[src/rtl/regfile_wb.sv]
`default_nettype none
// ============================================================================
// Module   : regfile_wb
// Purpose  : 32-entry register file with a one-deep write-back commit stage.
//            A write is captured in a pending slot on one edge and committed
//            to the array on the next edge. Two combinational read ports
//            bypass from the incoming write and from the pending slot, so
//            readers never see stale data. Register 0 is hardwired to zero.
// Ports    : clk, rst_n (async, active-low)
//            wb_en/wb_addr/wb_data     - write-back request
//            rs_addr/rs_data           - read port A (combinational)
//            rt_addr/rt_data           - read port B (combinational)
//            pend_valid                - pending slot holds a write
//            commit_count              - writes committed (wraps silently)
// Revision : 1.0 - initial release
// ============================================================================
module regfile_wb #(
    parameter int DATA_W = 32,
    parameter int ADDR_W = 5
) (
    input  logic              clk,
    input  logic              rst_n,
    input  logic              wb_en,
    input  logic [ADDR_W-1:0] wb_addr,
    input  logic [DATA_W-1:0] wb_data,
    input  logic [ADDR_W-1:0] rs_addr,
    input  logic [ADDR_W-1:0] rt_addr,
    output logic [DATA_W-1:0] rs_data,
    output logic [DATA_W-1:0] rt_data,
    output logic              pend_valid,
    output logic [31:0]       commit_count
);

    localparam int C_NREG = 1 << ADDR_W;

    logic [DATA_W-1:0] r_regs [C_NREG];
    logic [ADDR_W-1:0] r_pend_addr;
    logic [DATA_W-1:0] r_pend_data;
    logic              r_pend_valid;
    logic [31:0]       r_commit_count;

    // Writes to register 0 are dropped before they reach the pending slot,
    // so the commit path never needs to filter address 0 itself.
    logic w_capture;
    assign w_capture = wb_en && (wb_addr != '0);

    // Pending slot: refilled every edge a valid write arrives, otherwise
    // emptied. Address/data hold their last value when idle.
    always_ff @(posedge clk or negedge rst_n) begin
        if (!rst_n) begin
            r_pend_valid <= 1'b0;
            r_pend_addr  <= '0;
            r_pend_data  <= '0;
        end else begin
            r_pend_valid <= w_capture;
            if (w_capture) begin
                r_pend_addr <= wb_addr;
                r_pend_data <= wb_data;
            end
        end
    end

    // Commit runs on the same edge as capture, independently, giving one
    // write per cycle throughput.
    always_ff @(posedge clk or negedge rst_n) begin
        if (!rst_n) begin
            for (int i = 0; i < C_NREG; i++) begin
                r_regs[i] <= '0;
            end
            r_commit_count <= '0;
        end else if (r_pend_valid) begin
            r_regs[r_pend_addr] <= r_pend_data;
            r_commit_count      <= r_commit_count + 32'd1;
        end
    end

    // Read port A: zero register, then incoming write, then pending slot,
    // then the array. The incoming write wins because it is the younger one.
    always_comb begin
        rs_data = r_regs[rs_addr];
        if (rs_addr == '0) begin
            rs_data = '0;
        end else if (wb_en && (wb_addr == rs_addr)) begin
            rs_data = wb_data;
        end else if (r_pend_valid && (r_pend_addr == rs_addr)) begin
            rs_data = r_pend_data;
        end
    end

    // Read port B: same priority as port A.
    always_comb begin
        rt_data = r_regs[rt_addr];
        if (rt_addr == '0) begin
            rt_data = '0;
        end else if (wb_en && (wb_addr == rt_addr)) begin
            rt_data = wb_data;
        end else if (r_pend_valid && (r_pend_addr == rt_addr)) begin
            rt_data = r_pend_data;
        end
    end

    assign pend_valid   = r_pend_valid;
    assign commit_count = r_commit_count;

endmodule
`default_nettype wire
[config.mk]
export PLATFORM = sky130hd
export DESIGN_NAME = regfile_wb
export DESIGN_NICKNAME = d
export VERILOG_FILES = /design/src/rtl/regfile_wb.sv
export SDC_FILE = /design/constraint.sdc
export NUM_CORES = 2
export LEC_CHECK = 0
export CORE_UTILIZATION = 60
export CTS_CLUSTER_SIZE = 24
export DETAILED_ROUTE_END_ITERATION = 8
export PLACE_DENSITY = 0.76
export SLEW_MARGIN = 20
export SYNTH_ARGS = -nofsm -noshare
export SYNTH_HDL_FRONTEND = slang
export SYNTH_SLANG_ARGS = --single-unit
[constraint.sdc]
create_clock -name clk -period 7.5 [get_ports clk]
set_input_delay 1.125 -clock clk [delete_from_list [all_inputs] [get_ports clk]]
set_output_delay 1.125 -clock clk [all_outputs]
set_load 0.005 [all_outputs]
# [Word level (Yosys, flattened, before mapping)]
# Cells that the tools add are included.
# Widths: inputs -> output; s select.
[word_totals] regBits=1094 in_bits=50 output_inout_bits=97 word_cells=72
[op_classes] add_sub_neg=1 n_lt_le_gt_ge=4 eq_ne=4 n_mux=15 bitwise_logic=3 n_reduce_logical=9
[ops] operator="$bwmux 1024" count=1
[ops] operator="$mux 32" count=11
[ops] operator="$bmux 32 s5" count=2
[ops] operator="$demux 32 s5" count=1
[ops] operator="$add 32x1->32 const B" count=1
[ops] operator="$eq 5x5->1" count=4
[ops] operator="$ge 6x6->1 const B" count=3
[ops] operator="$not 5->6" count=3
[ops] operator="$logic_not 5->1" count=2
[ops] operator="$logic_and 1x1->1" count=6
[ops] operator="$lt 6x1->1 const B" count=1
[ops] operator="$reduce_bool 5->1" count=1

# [Longest topological paths before layout]
[depth] depth_word=7 mapped_depth=10 mapped_depth_nobuf=5

# [Least setup slack after synthesis]
# No wires, ideal clock.
[synth_timing] path_kind="input to output" from="input rs_addr[1]" to="output rs_data[10]" arrival_ps=2969 t_required_ps=6375 setup_slack_ps=3406 cell_stages=8 path_cell_list="buf_2 > buf_4 > clkbuf_1 > mux4_2 > mux2_2 > a221oi_1 > nor4_1 > a221o_1"
[synth_via] elab_chain_len=7
[synth_rtl] item="from (decl)" line_no="26" source="input logic [ADDR_W-1:0] rs_addr,"
[synth_rtl] item="$not 5->6 (not written as such)" line_no="80" source="rs_data = r_regs[rs_addr];"
[synth_rtl] item="$bmux 32 s5" line_no="80"
[synth_rtl] item="$mux 32 (not written as such) (2 in a row)" line_no="80"
[synth_rtl] item="$mux 32" line_no="85" source="end else if (r_pend_valid && (r_pend_addr == rs_addr)) begin"
[synth_rtl] item="$mux 32" line_no="83" source="end else if (wb_en && (wb_addr == rs_addr)) begin"
[synth_rtl] item="$mux 32 (*)" line_no="81" source="if (rs_addr == '0) begin"
[synth_rtl] item="to (decl)" line_no="28" source="output logic [DATA_W-1:0] rs_data,"
# Mark *: on every way between the ends. The rest lies on a longest branch, timed or not. The select of a mux whose other input is x is not followed.

# [Worst setup path after layout]
[layout_timing] from="input rs_addr[2]" to="output rs_data[29]"
# Same word-level chain as after synthesis.

==> qor.csv <==
metric;value;unit
Mapped Area;0.0583;sq mm
Net count, final;4063;
Worst VDD drop;0.203;mV
post-layout instance area;0.0648;sq mm
Yosys cell types;55;
top sig layer;met4;
RR Endpoint;r_regs[312];
cells along the critical path;buf_2 -> xor2_1 -> nor4_1 -> and3_2 -> and2_1 -> a221o_1 -> clkdlybuf4s50_1;
Clock Tree Root;clkbuf_16;
met3 WL;19.3;mm
Initial Utilization;61.0;%
worst path arrival time;4.96;ns
clock sink count;1094;
Final Critical Period;6.09;ns
CP Class;in2out;
Pint;13.7;mW
CP Max Fanout;35;
Reg power frac;45.4;%
yosys warns;0;
Total Wirelength;178;mm
routed vias/inst;7.33;
max capacitance violation total;0;
Synth Register Bits;1094;
post-synthesis sequential area ratio;46.9;%
GRT Total Usage;36.6;%
die area;0.0985;sq mm
Post-CTS Resized;0;
Slew Limit Fails;0;
Logic pwr share;22.9;%
top_reg_cell synth;dfrtp_1;
I/O pin total;147;
hold-fix buffers at CTS;0;
fmax;164;MHz
core area;0.0956;sq mm
Worst Skew;0.0171;ns
Row Count;113;
final worst-path cycle share;81.2;%
worst-skew pair later-pin latency;0.71;ns
R2R Setup Slk;4.07;ns
setup_tns;0;ns
vias in the first global route;40184;
post-synthesis cell count;4071;
WP data required;6.38;ns
DR vias;39410;
Fillers;6638;
layout cells sized above 1;45.6;%
final hold vios;0;
Psw;5.38;mW
Slew headroom;21.9;%
Post-CTS Setup Bufs;0;
clk slew on worst S/H paths;0.06;ns
sw frac;28.1;%
Clk pwr share;31.8;%
RSZ-0062 raised after global routing;no;
number of synthesized flops with an enable pin;0;
1st-iter DRT viols;4665;
die height;314;um
Reg2Reg Depth;4;
Synth async-reset ratio;100;%
hpwl dp;105;mm
Die Span X;314;um
Pwr Density;295;mW/mm^2
outcome;finished clean;
initial antenna violation count;1;
clock tree buffer depth;3;
TritonCTS Buffers;115;
Post-DRT Antenna Nets;0;
DR pass1 iterations;5;
Crit-path slowest cell;and2_1;
Largest stage delay, worst path;1.03;ns
syn nets;4122;
Area after DPL;0.0608;sq mm
Worst Path Buf+Inv;2;
cell family with most CP delay;simple AND/OR/NAND/NOR gates;
Final GP Congestion;0.869;
endpoints failing setup;0;
Overflow after GRT;0;
port bufs;146;
CTS tree;done;
area grow syn2layout;11.2;%
htree depth;3;
largest net degree at the start of global routing;173;
drt wl/cell;33.2;um
Least-Margin Pin Slew;1.17;ns
Worst R2R Start;pend_valid;
Avg Inst Size Synth;14.3;sq um
Min-Delay Path Class;in2async;
Post-route DRC;0;
global-route wire length before repair;267;mm
LEAKAGE;28.8;nW
crit path launch type;primary input;
sum of routed wire segments on met1;68.2;mm
DR WL met2;83.2;mm
Worst Setup End Kind;output port;
## layout by cell type, fill, tap and decap left out, types with 17 or more instances in the layout
cell type        netlist  final
nor2_4                 1     18
mux2i_1              225    225
a211oi_1              63     63
nor4_1                48     48
dfrtp_1             1094   1081
a221o_1               61     61
o211a_1               30     30
xnor2_1               34     34
o221ai_1              95     95
o21ai_0               17     17
mux4_2               388    388
and3_1                20     18
nand2_1              189    173
xor2_1                17     17
clkbuf_16              0    117
a221oi_1              42     42
clkdlybuf4s50_1        0    135
mux2_2              1085   1085
clkbuf_8               0     30
clkinv_2               0     36
a21oi_1               32     32
buf_4                 24    100
a22o_1                62     62
## worst max-delay path by stage
stage / from / end / slack, ns / depth (start not counted)
global route: rs_addr[2] / rs_data[29] / 1.38 / 7
global placement: rs_addr[0] / rs_data[26] / 1.62 / 8
floorplan: rs_addr[1] / rs_data[10] / 3.41 / 8
CTS: rs_addr[0] / rs_data[26] / 1.61 / 8
detailed placement: rs_addr[2] / rs_data[29] / 1.60 / 7
finish: rs_addr[2] / rs_data[29] / 1.41 / 7
## power by group through the flow
stage               registers, mW  logic (mW)  clock network [mW]
finish                       8.67        4.37                6.07
global route                 8.85        4.65                6.34
CTS                          8.60        4.36                6.11
detailed placement           8.69        4.34                   0
global placement             8.56        4.22                   0
floorplan                    8.23        3.36                   0
## metal layers
layer / global-route usage [%] / vias to the layer above
met5: 0 / -
met4: 15.2 / 0
met3: 8.58 / 501
met2: 56.2 / 2237
met1: 50.6 / 20983
li1: - / 15689
## Yosys cell counts, drive strengths merged (3+ instances only)
cell type	number	share of area (%)
a211oi	63	0.81
a21oi	32	0.27
a221o	61	1.0
a221oi	46	0.73
a22o	62	0.93
a22oi	16	0.21
and2	6	0.064
and3	20	0.21
and4	6	0.090
buf	171	1.6
clkbuf	266	1.7
dfrtp	1094	47
inv	4	0.026
mux2	1085	21
mux2i	225	3.9
mux4	388	15
nand2	189	1.2
nand3	15	0.13
nand3b	7	0.090
nand4	12	0.13
nor2	27	0.19
nor2b	3	0.032
nor3b	6	0.077
nor4	49	0.54
o211a	30	0.51
o21ai	18	0.15
o221ai	95	1.4
o22ai	4	0.043
or3b	3	0.045
xnor2	34	0.51
xor2	17	0.26
## flip-flops by register name (all words and copies together) (netlist names)
register,count
commit_count,32
pend_valid,1
r_pend_addr,5
r_regs,1024
r_pend_data,32
## stage by stage
step	utilization, %	power (mW)	std cells	hold WS, ns	setup WS (ns)
detailed placement	63.6	13.0	5160	0.465	1.60
CTS	67.8	19.1	5375	0.447	1.61
global placement	63.6	12.8	5159	0.463	1.62
finish	67.8	19.1	5376	0.424	1.41
floorplan	-	11.6	4071	0.461	3.41
global route	67.8	19.8	5376	0.470	1.38
## kinds of logic (layout without fill, tap and decap cells)
group | after synthesis | in the layout | synth area share [%]
buf+inv | 442 | 481 | 3.34
compound gates | 433 | 433 | 6.22
mux | 1698 | 1698 | 39.8
other cells | 0 | 1 | 0
simple gates | 352 | 352 | 2.93
fa+ha+maj | 1 | 1 | 0.0214
xor+xnor | 51 | 51 | 0.766
flops | 1094 | 1094 | 46.9
## area by class of cell
type	instances	area, sq um	area share [%]
diodes	1	2.50	0.00386
clock buffers	159	3390	5.22
clock inverters	56	651	1.00
inverters	5	18.8	0.0289
multi-input cells	2535	29300	45.1
flip-flops and latches	1094	27400	42.2
well taps	1265	1580	2.44
repair buffers	261	2540	3.92
Power figures use the tool's default switching activity.
